`src/rtl/soc_rst_pkg.sv`:
```
// -----------------------------------------------------------------------------
// soc_rst_pkg
// Shared definitions for the SoC reset sequencing logic.
//   rst_state_e     : 2-bit sequencer state encoding
//   RST_CAUSE_*     : reset cause codes reported to software
//   hold_param_ok() : range check used for elaboration-time parameter checks
// -----------------------------------------------------------------------------
package soc_rst_pkg;

    typedef enum logic [1:0] {
        ST_PERIPH_HOLD = 2'b00,
        ST_CORE_HOLD   = 2'b01,
        ST_RUN         = 2'b10,
        ST_SW_RST      = 2'b11
    } rst_state_e;

    localparam logic [1:0] RST_CAUSE_POR = 2'b00;
    localparam logic [1:0] RST_CAUSE_SW  = 2'b01;
    // 2'b10 and 2'b11 are reserved for watchdog and debug resets.
    localparam logic [1:0] RST_CAUSE_WDT = 2'b10;
    localparam logic [1:0] RST_CAUSE_DBG = 2'b11;

    // A hold length is legal when it fits in the counter and is non-zero.
    function automatic bit hold_param_ok(input int value, input int cnt_w);
        return (value >= 1) && (value <= ((1 << cnt_w) - 1));
    endfunction

endpackage

```
`src/rtl/reset_sequencer.sv`:
```
// -----------------------------------------------------------------------------
// reset_sequencer
// Releases SoC reset domains in order after the synchronized system reset:
// peripherals/interconnect first, then the CPU core. A software/debug reset
// request accepted while running replays the whole sequence.
//
// Ports
//   clk           in   system clock
//   reset         in   async active-high reset (deasserts synchronously)
//   sw_rst_req_i  in   software/debug reset request (level, sampled each clk)
//   ext_hold_i    in   keeps the core in reset while high (CORE_HOLD only)
//   periph_rst_o  out  active-high peripheral/interconnect reset
//   core_rst_o    out  active-high CPU core reset
//   sys_ready_o   out  high while both resets are released
//   sw_rst_ack_o  out  one-cycle acknowledge of an accepted software reset
//   rst_cause_o   out  cause of the last reset (00 power-on, 01 software)
// -----------------------------------------------------------------------------
module reset_sequencer
    import soc_rst_pkg::*;
#(
    parameter int PERIPH_HOLD = 16,
    parameter int CORE_HOLD   = 8,
    parameter int SWRST_PULSE = 4,
    parameter int CNT_W       = 8
) (
    input  logic       clk,
    input  logic       reset,
    input  logic       sw_rst_req_i,
    input  logic       ext_hold_i,
    output logic       periph_rst_o,
    output logic       core_rst_o,
    output logic       sys_ready_o,
    output logic       sw_rst_ack_o,
    output logic [1:0] rst_cause_o
);

    generate
        if (!hold_param_ok(PERIPH_HOLD, CNT_W) ||
            !hold_param_ok(CORE_HOLD, CNT_W)   ||
            !hold_param_ok(SWRST_PULSE, CNT_W)) begin : g_bad_params
            $error("reset_sequencer: hold parameters must lie in 1..2**CNT_W-1");
        end
    endgenerate

    // Terminal count values for each phase of the shared hold counter.
    localparam logic [CNT_W-1:0] PERIPH_LAST = CNT_W'(PERIPH_HOLD - 1);
    localparam logic [CNT_W-1:0] CORE_LAST   = CNT_W'(CORE_HOLD - 1);
    localparam logic [CNT_W-1:0] SWRST_LAST  = CNT_W'(SWRST_PULSE - 1);
    localparam logic [CNT_W-1:0] CNT_ONE     = CNT_W'(1);

    rst_state_e       r_state;
    logic [CNT_W-1:0] r_cnt;
    logic             r_periph_rst;
    logic             r_core_rst;
    logic             r_sys_ready;
    logic             r_sw_rst_ack;
    logic [1:0]       r_rst_cause;

    rst_state_e       w_state_next;
    logic [CNT_W-1:0] w_cnt_next;
    logic             w_periph_rst_next;
    logic             w_core_rst_next;
    logic             w_sys_ready_next;
    logic             w_sw_rst_ack_next;
    logic [1:0]       w_rst_cause_next;

    always_ff @(posedge clk or posedge reset) begin
        if (reset) begin
            r_state      <= ST_PERIPH_HOLD;
            r_cnt        <= '0;
            r_periph_rst <= 1'b1;
            r_core_rst   <= 1'b1;
            r_sys_ready  <= 1'b0;
            r_sw_rst_ack <= 1'b0;
            r_rst_cause  <= RST_CAUSE_POR;
        end else begin
            r_state      <= w_state_next;
            r_cnt        <= w_cnt_next;
            r_periph_rst <= w_periph_rst_next;
            r_core_rst   <= w_core_rst_next;
            r_sys_ready  <= w_sys_ready_next;
            r_sw_rst_ack <= w_sw_rst_ack_next;
            r_rst_cause  <= w_rst_cause_next;
        end
    end

    // Every state drives both resets explicitly, so periph_rst high always
    // implies core_rst high and sys_ready always tracks !core_rst.
    always_comb begin
        w_state_next      = r_state;
        w_cnt_next        = r_cnt;
        w_periph_rst_next = r_periph_rst;
        w_core_rst_next   = r_core_rst;
        w_sys_ready_next  = r_sys_ready;
        w_sw_rst_ack_next = 1'b0;
        w_rst_cause_next  = r_rst_cause;

        case (r_state)
            ST_PERIPH_HOLD: begin
                w_periph_rst_next = 1'b1;
                w_core_rst_next   = 1'b1;
                w_sys_ready_next  = 1'b0;
                if (r_cnt == PERIPH_LAST) begin
                    w_periph_rst_next = 1'b0;
                    w_cnt_next        = '0;
                    w_state_next      = ST_CORE_HOLD;
                end else begin
                    w_cnt_next = r_cnt + CNT_ONE;
                end
            end

            ST_CORE_HOLD: begin
                w_periph_rst_next = 1'b0;
                w_core_rst_next   = 1'b1;
                w_sys_ready_next  = 1'b0;
                // Counter saturates so an arbitrarily long external hold
                // releases on the first edge it is sampled low.
                if (r_cnt == CORE_LAST) begin
                    if (!ext_hold_i) begin
                        w_core_rst_next  = 1'b0;
                        w_sys_ready_next = 1'b1;
                        w_state_next     = ST_RUN;
                    end
                end else begin
                    w_cnt_next = r_cnt + CNT_ONE;
                end
            end

            ST_RUN: begin
                w_periph_rst_next = 1'b0;
                w_core_rst_next   = 1'b0;
                w_sys_ready_next  = 1'b1;
                if (sw_rst_req_i) begin
                    w_periph_rst_next = 1'b1;
                    w_core_rst_next   = 1'b1;
                    w_sys_ready_next  = 1'b0;
                    w_sw_rst_ack_next = 1'b1;
                    w_rst_cause_next  = RST_CAUSE_SW;
                    w_cnt_next        = '0;
                    w_state_next      = ST_SW_RST;
                end
            end

            ST_SW_RST: begin
                w_periph_rst_next = 1'b1;
                w_core_rst_next   = 1'b1;
                w_sys_ready_next  = 1'b0;
                if (r_cnt == SWRST_LAST) begin
                    w_cnt_next   = '0;
                    w_state_next = ST_PERIPH_HOLD;
                end else begin
                    w_cnt_next = r_cnt + CNT_ONE;
                end
            end

            default: begin
                w_state_next      = ST_PERIPH_HOLD;
                w_cnt_next        = '0;
                w_periph_rst_next = 1'b1;
                w_core_rst_next   = 1'b1;
                w_sys_ready_next  = 1'b0;
            end
        endcase
    end

    assign periph_rst_o = r_periph_rst;
    assign core_rst_o   = r_core_rst;
    assign sys_ready_o  = r_sys_ready;
    assign sw_rst_ack_o = r_sw_rst_ack;
    assign rst_cause_o  = r_rst_cause;

endmodule

```
`config.mk`:
```
export PLATFORM = sky130hd
export DESIGN_NAME = reset_sequencer
export DESIGN_NICKNAME = d
export VERILOG_FILES = /design/src/rtl/soc_rst_pkg.sv /design/src/rtl/reset_sequencer.sv
export SDC_FILE = /design/constraint.sdc
export NUM_CORES = 1
export LEC_CHECK = 0
export CORE_UTILIZATION = 48
export CTS_CLUSTER_SIZE = 24
export DETAILED_ROUTE_END_ITERATION = 16
export GPL_TIMING_DRIVEN = 0
export PLACE_DENSITY = 0.73
export RECOVER_POWER = 50
export SYNTH_ARGS = -nofsm -noshare
export SYNTH_HDL_FRONTEND = slang
export SYNTH_SLANG_ARGS = --single-unit
```
`constraint.sdc`:
```
create_clock -name clk -period 1.7 [get_ports clk]
set_input_delay 0.34 -clock clk [delete_from_list [all_inputs] [get_ports clk]]
set_output_delay 0.34 -clock clk [all_outputs]
set_load 0.01 [all_outputs]
```
==> results of run 1 <==
-- placed cells by master (no fill, tap or decap), types with 3 or more instances in the layout --
cell type        synthesis  layout
dfrtp_1                 13      12
nor2_1                  10      10
buf_4                    1      10
nand3_1                  7       6
clkdlybuf4s50_1          0       6
inv_1                    5       4
ha_1                     6       3
clkbuf_4                 0       3
-- metrics by stage --
stage / std cells / total power, mW / setup slack (ns) / area [um2] / TNS (ns)
5_1_grt: 136 / 0.600 / -0.0857 / 1170 / -0.513
3_5_place_dp: 124 / 0.382 / -0.235 / 982 / -1.36
2_1_floorplan: 91 / 0.372 / 0.0213 / 871 / 0
3_3_place_gp: 124 / 0.382 / -0.164 / 982 / -0.930
4_1_cts: 133 / 0.586 / -0.0441 / 1080 / -0.0540
6_report: 136 / 0.578 / -0.0371 / 1170 / -0.0561
-- per-layer routing --
layer | GRT usage | up-vias | share of wire
li1 | - | 365 | -
met1 | 0.257 | 353 | 0.44
met2 | 0.368 | 26 | 0.51
met3 | 0.0245 | 5 | 0.032
met4 | 0.0909 | 0 | 0.021
met5 | 0 | - | 0
-- cell usage after synthesis (2+ instances only) --
| library cell | instances |
|---|---|
| o22ai_1 | 2 |
| o21ai_0 | 3 |
| or4_1 | 2 |
| inv_1 | 5 |
| xor2_1 | 2 |
| a31oi_1 | 3 |
| nor2b_1 | 2 |
| ha_1 | 6 |
| nor2_1 | 10 |
| a21oi_1 | 3 |
| nand3_1 | 7 |
| nor3_1 | 3 |
| and3_1 | 2 |
| xnor2_1 | 2 |
| dfstp_2 | 2 |
| nand2_1 | 4 |
| o211a_1 | 2 |
| clkbuf_1 | 2 |
| dfrtp_1 | 13 |
-- worst reg2reg max path: cells and delay by family (launching register included) --
kind	cells	cell delay (ns)
simple gates	3	1.06
compound gates	1	0.14
flops	1	0.42
-- flip-flops by register name, indices dropped and copies added (netlist names) --
| register | count |
|---|---|
| r_cnt | 8 |
| core_rst_o | 1 |
| sys_ready_o | 1 |
| periph_rst_o | 1 |
| sw_rst_ack_o | 1 |
| rst_cause_o | 1 |
| r_state | 2 |
-- worst paths after layout --
check                                from             end  cells after the start
min in group asynchronous           reset        r_cnt[2]                      2
hold / removal             rst_cause_o[0]  rst_cause_o[0]                      1
max in group asynchronous           reset        r_cnt[4]                      2
setup / recovery                 r_cnt[4]        r_cnt[2]                      4
setup reg to reg                 r_cnt[4]        r_cnt[2]                      4
hold reg to reg            rst_cause_o[0]  rst_cause_o[0]                      1
-- area by class of cell --
type	count	area (um2)	area share
plain buffers	1	7.51	0.00643
clock buffers	4	26.3	0.0225
inverters	5	18.8	0.0161
multi-input cells	68	543	0.465
flip-flops and latches	15	379	0.325
well taps	25	31.3	0.0268
repair buffers	18	161	0.138
-- power breakdown --
group / leakage [nW] / switching [mW] / total, mW / internal [mW]
logic: 0.332 / 0.00987 / 0.0177 / 0.00780
clock network: 0.0150 / 0.112 / 0.203 / 0.0913
registers: 0.187 / 0 / 0.357 / 0.357
-- cells by family (layout without fill, tap and decap cells) --
group,after synthesis,after routing
compound gates,17,17
simple gates,39,39
buf+inv,8,28
flops,15,15
other cells,1,1
fa+ha+maj,6,6
mux,1,1
xor+xnor,4,4
-- what timing repair did --
| item | CTS | global route |
|---|---|---|
| resized for setup | 9 | 15 |
| setup buffers | 6 | 4 |
| pin swaps | 3 | 6 |
| hold buffers | 0 | 0 |
| setup endpoints to repair | 12 | 12 |
| hold endpoints to repair | 0 | 0 |
==> reports/metrics.cfg, run 1 <==
[setup_path]
required_ns=1.88
worstSetupPathType=reg -> reg
path_max_fanout=4
path_buf_inv=0
critPathLaunchType=flop
reg2reg_slack_ns=-0.04
arrival_ns=1.92
path_cells=or4_4 -> or4_1 -> a31oi_1 -> nor2_1
slowest_delay_ns=0.58
critPathCaptureType=flop
crit_path_top_delay_cell=or4_4
critPathTopFamily=simple AND/OR/NAND/NOR gates

[synth]
synth_seq_area_share=0.434
synthXorXnorAreaFrac=0.0402
yosys_warnings=0
synthFlopType=dfrtp_1
netlist_area_um2=871
syn_nets=101
synth_area_leaders=dfrtp_1 37%, ha_1 8.6%, dfstp_2 6.0%
synth_top_family_by_area=simple AND/OR/NAND/NOR gates
synth_edf_count=0
async_flop_share=1.00
syn_inst=91
synthSimpleGateAreaFrac=0.237
synth_cell_type_count=35
synth_top_area_frac=0.374
yosysTopAreaCell=dfrtp_1
synth_compound_area_frac=0.148
ys_ff_latch=15
synth_fa_ha_area_frac=0.0862
synthMuxAreaShare=0.0115
syn_avg_cell_area_um2=9.57

[clocking]
h-tree-depth=1
max-clock-path-buffers=2
insertion_delay_ns=0.28
numCtsBuffers=3
cts.clk_slew.worst_paths_ns=0.08
cts_root_buf=clkbuf_4
cts_tree=yes
cts_sinks=15

[global_routing]
grtUsageTotal=0.210
antenna_found_initial=0
grt_max_degree=16
grt_pass1_wl_um=2980
grt_pass1_vias=710
grt_overflow=0

[placement]
io_buffers=8
gp_congestion=0.813
hpwl_um=1220

[timing]
hold_viol_final=0
rsz0062_at_grt=true
fin_worst_skew_ns=0.000893
fmax_mhz=576
fin_crit_sh=1.02
relSlewSlack=0.632
setup_slack_ns=-0.0371
slew_violations=0
timing.hold.ws_ns=0.488
fin_crit_ns=1.74
setup_viol=5
worst_slew_pin_slew_ns=0.552

[pwr]
vdd_ir_drop_max_v=0.000390
p_leak_nw=0.533
p_per_area_nw_per_um2=495

[run]
drv_cap=0

[cells_and_area]
layout-drive-gt1-share=0.306
finish.utilization=0.684
num-nets-final=122
antenna_cells=0
nFillCells=125
area_growth_pct=34.1

[route]
vias=749
drt_iter0_markers=24
totalWireLength_um=1870
vias_per_cell=5.51
ant_nets=0
drc=0
route.detailed.wl_per_inst_um=13.8
first_pass_iters=4

[floorplanning]
die_area_um2=1990
die_width_um=44.6
rows=15
fp.dieH_um=44.6
initial_utilization=0.510
ios=10
core_area_um2=1710

[worst_hold_path]
hp-class=reg -> reg

[outcome]
status=finished with violations
violations=setup timing

No activity file was read; power rests on OpenSTA's default activity.
==> inputs of run 2 (changes only) <==
CELL_PAD_IN_SITES_DETAIL_PLACEMENT = 2   (was default)
CELL_PAD_IN_SITES_GLOBAL_PLACEMENT = 2   (was default)
CORE_UTILIZATION = 30   (was 48)
PLACE_DENSITY = default   (was 0.73)
PLACE_DENSITY_LB_ADDON = 0.1   (was default)
==> run 2 against run 1 <==
Sequential share of layout area shrank 0.98 points; critical path type unchanged; clock power rose by 6%; count of clock-buffer cells in the layout stayed put; the run still ends with setup timing left; total power up 2.2%; combinational power rose by 7%; cell count up 5.9%; die area grew 57%; sequential power about the same.
==> reports/metrics.cfg, run 2 (synthesis results as in run 1) <==
[clocking]
insertion_delay_ns=0.29
cts.clk_slew.worst_paths_ns=0.09
max-clock-path-buffers=2
cts_tree=yes
hold_buffers=0
h-tree-depth=1
numCtsBuffers=3
cts_sinks=15
cts_root_buf=clkbuf_4

[route]
vias=757
drt_iter0_markers=17
ant_nets=0
first_pass_iters=4
route.detailed.wl_per_inst_um=17.6
vias_per_cell=5.26
totalWireLength_um=2540
drc=0

[floorplanning]
die_area_um2=3120
initial_utilization=0.316
core_area_um2=2760
die_width_um=55.9
rows=19
ios=10
fp.dieH_um=55.9

[timing]
worst_slew_pin_slew_ns=0.593
setup_slack_ns=-0.0875
fin_crit_ns=1.79
relSlewSlack=0.604
slew_violations=0
setup_viol=4
fin_crit_sh=1.05
rsz0062_at_grt=true
fmax_mhz=559
hold_viol_final=0
fin_worst_skew_ns=0.000870

[cells_and_area]
top_register=r_cnt
reg_top3=r_cnt (8), r_state (2)
layout_common_cells=12 x dfrtp_1, 11 x buf_4, 10 x nor2_1
num-nets-final=124
layout-drive-gt1-share=0.345
finish.utilization=0.436
antenna_cells=0
layout_commonest_cell=dfrtp_1
largest_reg_flops=8
area_growth_pct=38.2
fin_cells=144

[placement]
dp.cells=130
gp_congestion=0.731
io_buffers=8
hpwl_um=1630

[global_routing]
grt_pass1_vias=878
grt_max_degree=16
grt_pass1_wl_um=4220
antenna_found_initial=0
grt_overflow=0
grtUsageTotal=0.175

[pwr]
vdd_ir_drop_max_v=0.000279
p_per_area_nw_per_um2=490
p_leak_nw=0.538

[run]
drv_cap=0

[worst_hold_path]
hp-class=reg -> reg

[setup_path]
critPathCaptureType=flop
critPathLaunchType=flop
path_max_fanout=4
arrival_ns=1.94
required_ns=1.85
worstSetupPathType=reg -> reg

[outcome]
violations=setup timing
status=finished with violations

==> run 2: worst max-delay path, cell delays in order, from the launching register on <==
cell and delay [ns]:
dfrtp_2 0.42, or4_4 0.58, o31ai_4 0.32, nand3b_1 0.21
o22ai_1 0.12
==> run 2: final timing paths <==
kind,from,end,slack [ns],depth (start not counted)
setup / recovery,r_cnt[4],r_cnt[3],-0.09,4
hold / removal,rst_cause_o[0],rst_cause_o[0],0.48,1
setup reg to reg,r_cnt[4],r_cnt[3],-0.09,4
hold reg to reg,rst_cause_o[0],rst_cause_o[0],0.48,1
max in group asynchronous,reset,r_cnt[4],0.73,2
min in group asynchronous,reset,r_cnt[2],0.55,2
==> run 2: metrics by stage <==
stage                     area, um2  total power, mW  setup slack [ns]  setup TNS, ns  hold WS [ns]
after floorplan                 871            0.372            0.0213              0         0.240
after global placement          990            0.383            -0.303          -1.96         0.451
after detailed placement        990            0.383            -0.270          -2.01         0.461
after CTS                      1120            0.599           -0.0521         -0.196         0.441
after global routing           1200            0.614            -0.125         -0.632         0.516
final                          1200            0.590           -0.0875         -0.161         0.480
==> run 2: power by group <==
| group | leakage (nW) | internal [mW] | switching, mW |
|---|---|---|---|
| Sequential | 0.187 | 0.357 | 0 |
| Combinational | 0.337 | 0.00782 | 0.0111 |
| Clock | 0.0150 | 0.0912 | 0.124 |
| Total | 0.538 | 0.456 | 0.135 |
==> run 2: layer usage <==
layer,up-vias,GRT usage,share of wire
li1,367,-,-
met1,371,0.226,0.45
met2,11,0.293,0.50
met3,8,0.0233,0.017
met4,0,0.0732,0.038
met5,-,0,0
==> run 2: timing repair <==
item                                    4_1_cts  5_1_grt
setup buffers                                10        1
gates resized for setup                      11       19
pin swaps                                     2        8
endpoints found under the setup margin       12       14
==> run 2: cell type report <==
cell class              instances  area, um2
fillers                       297       1550
multi-input cells              68        557
flip-flops and latches         15        379
repair buffers                 19        171
well taps                      31       38.8
clock buffers                   4       26.3
inverters                       5       18.8
plain buffers                   2       12.5
==> inputs of run 3 (changes only) <==
SETUP_SLACK_MARGIN = 0.1   (was default)
==> run 3 against run 2 <==
The run still ends with setup timing left; highest routed layer unchanged; worst hold slack got worse by 0.0083 ns; utilization grew 3.3 points; critical path depth unchanged; design area rose by 7.5%; largest cell class unchanged; count of clock-buffer cells in the layout stayed put; wire length up 11%; sequential power barely moved.
==> reports/metrics.cfg, run 3 (synthesis results as in run 1) <==
[setup_path]
crit_path_start=r_cnt[7]
critPathCaptureType=flop
critPathLaunchType=flop
rr_worst_depth=4
crit_path_top_delay_cell=or4_4
worstSetupPathType=reg -> reg
arrival_ns=1.93
required_ns=1.89
r2r_start=r_cnt[7]
path_max_fanout=4
slowest_delay_ns=0.58
path_cells=or4_4 -> or4_1 -> a31oi_1 -> nor2_1

[cells_and_area]
largest_reg_flops=8
layout.cell_area.non_filler_um2=1290
area_growth_pct=48.6
layout-drive-gt1-share=0.418
layout_commonest_cell=buf_4
num-nets-final=133
layout_common_cells=18 x buf_4, 11 x dfrtp_1, 10 x nor2_1
reg_top3=r_cnt (8), r_state (2)
top_register=r_cnt
antenna_cells=0

[clocking]
cts.clk_slew.worst_paths_ns=0.10
numCtsBuffers=3
h-tree-depth=1
cts_root_buf=clkbuf_4
cts_sinks=15
max-clock-path-buffers=2
cts_tree=yes
hold_buffers=0
insertion_delay_ns=0.29

[placement]
hpwl_um=1610
pre_cts_ws_ns=-0.310
gp_congestion=0.733
place_area_um2=993
io_buffers=8

[timing]
fin_worst_skew_ns=0.00590
final.setup.tns_ns=-0.0711
worst_slew_pin_slew_ns=0.619
fin_crit_ns=1.74
fmax_mhz=575
hold_viol_final=0
setup_viol=3
timing.hold.ws_ns=0.472
slew_violations=0
relSlewSlack=0.587
setup_slack_ns=-0.0389
rsz0062_at_grt=true
fin_crit_sh=1.02

[pwr]
power_mw=0.591
p_leak_nw=0.584
vdd_ir_drop_max_v=0.000316
p_per_area_nw_per_um2=457

[route]
drt_iter0_markers=19
first_pass_iters=4
ant_nets=0
drc=0
route.detailed.wl_per_inst_um=18.3
totalWireLength_um=2810
vias=814
vias_per_cell=5.32

[floorplanning]
initial_utilization=0.316
ios=10
fp.dieH_um=55.9
die_width_um=55.9
die_area_um2=3120
rows=19
core_area_um2=2760

[outcome]
violations=setup timing
status=finished with violations

[worst_hold_path]
hp-class=reg -> reg
worstHoldStart=rst_cause_o[0]
hold_depth=1

[global_routing]
grt_max_degree=16
grt_pass1_vias=931
antenna_found_initial=0
grt_overflow=0
grtUsageTotal=0.189
grt_pass1_wl_um=4440

[run]
drv_cap=0

[run 3: worst max-delay path, delay by kind of cell (launching register included)]
kind / cells / cell delay (ns)
DFF: 1 / 0.41
AOI/OAI and AO/OA: 1 / 0.16
and+or+nand+nor: 3 / 1.06
[run 3: where the power goes]
part | switching (mW) | internal (mW)
Sequential | 0 | 0.357
Combinational | 0.0114 | 0.00813
Clock | 0.124 | 0.0913
[run 3: layer usage]
layer	share of wire	GRT usage	vias to the layer above
li1	-	-	386
met5	0	0	-
met1	0.45	0.219	415
met3	0.017	0.0209	5
met2	0.52	0.348	8
met4	0.015	0.0871	0
[run 3: through the flow]
| step | util | std cells |
|---|---|---|
| after floorplan | - | 91 |
| after global placement | 0.360 | 130 |
| after detailed placement | 0.360 | 130 |
| after CTS | 0.453 | 150 |
| after global routing | 0.469 | 153 |
| final | 0.469 | 153 |
[run 3: cell type report]
class / count / area (um2)
Buffer: 3 / 27.5
Clock buffer: 4 / 26.3
Fill cell: 297 / 1460
Inverter: 5 / 18.8
Multi-Input combinational cell: 68 / 574
Sequential cell: 15 / 380
Tap cell: 31 / 38.8
Timing Repair Buffer: 27 / 228
[run 3: timing repair]
item,CTS,global route
resized for setup,29,8
endpoints found under the setup margin,14,12
pin swaps,9,3
buffers inserted,16,3
gates cloned,0,0
[run 3: final timing paths]
check	to	slack, ns
hold reg to reg	rst_cause_o[0]	0.47
hold / removal	rst_cause_o[0]	0.47
setup reg to reg	r_cnt[2]	-0.04
setup / recovery	r_cnt[2]	-0.04
max in group asynchronous	r_cnt[5]	0.71
min in group asynchronous	r_cnt[2]	0.55
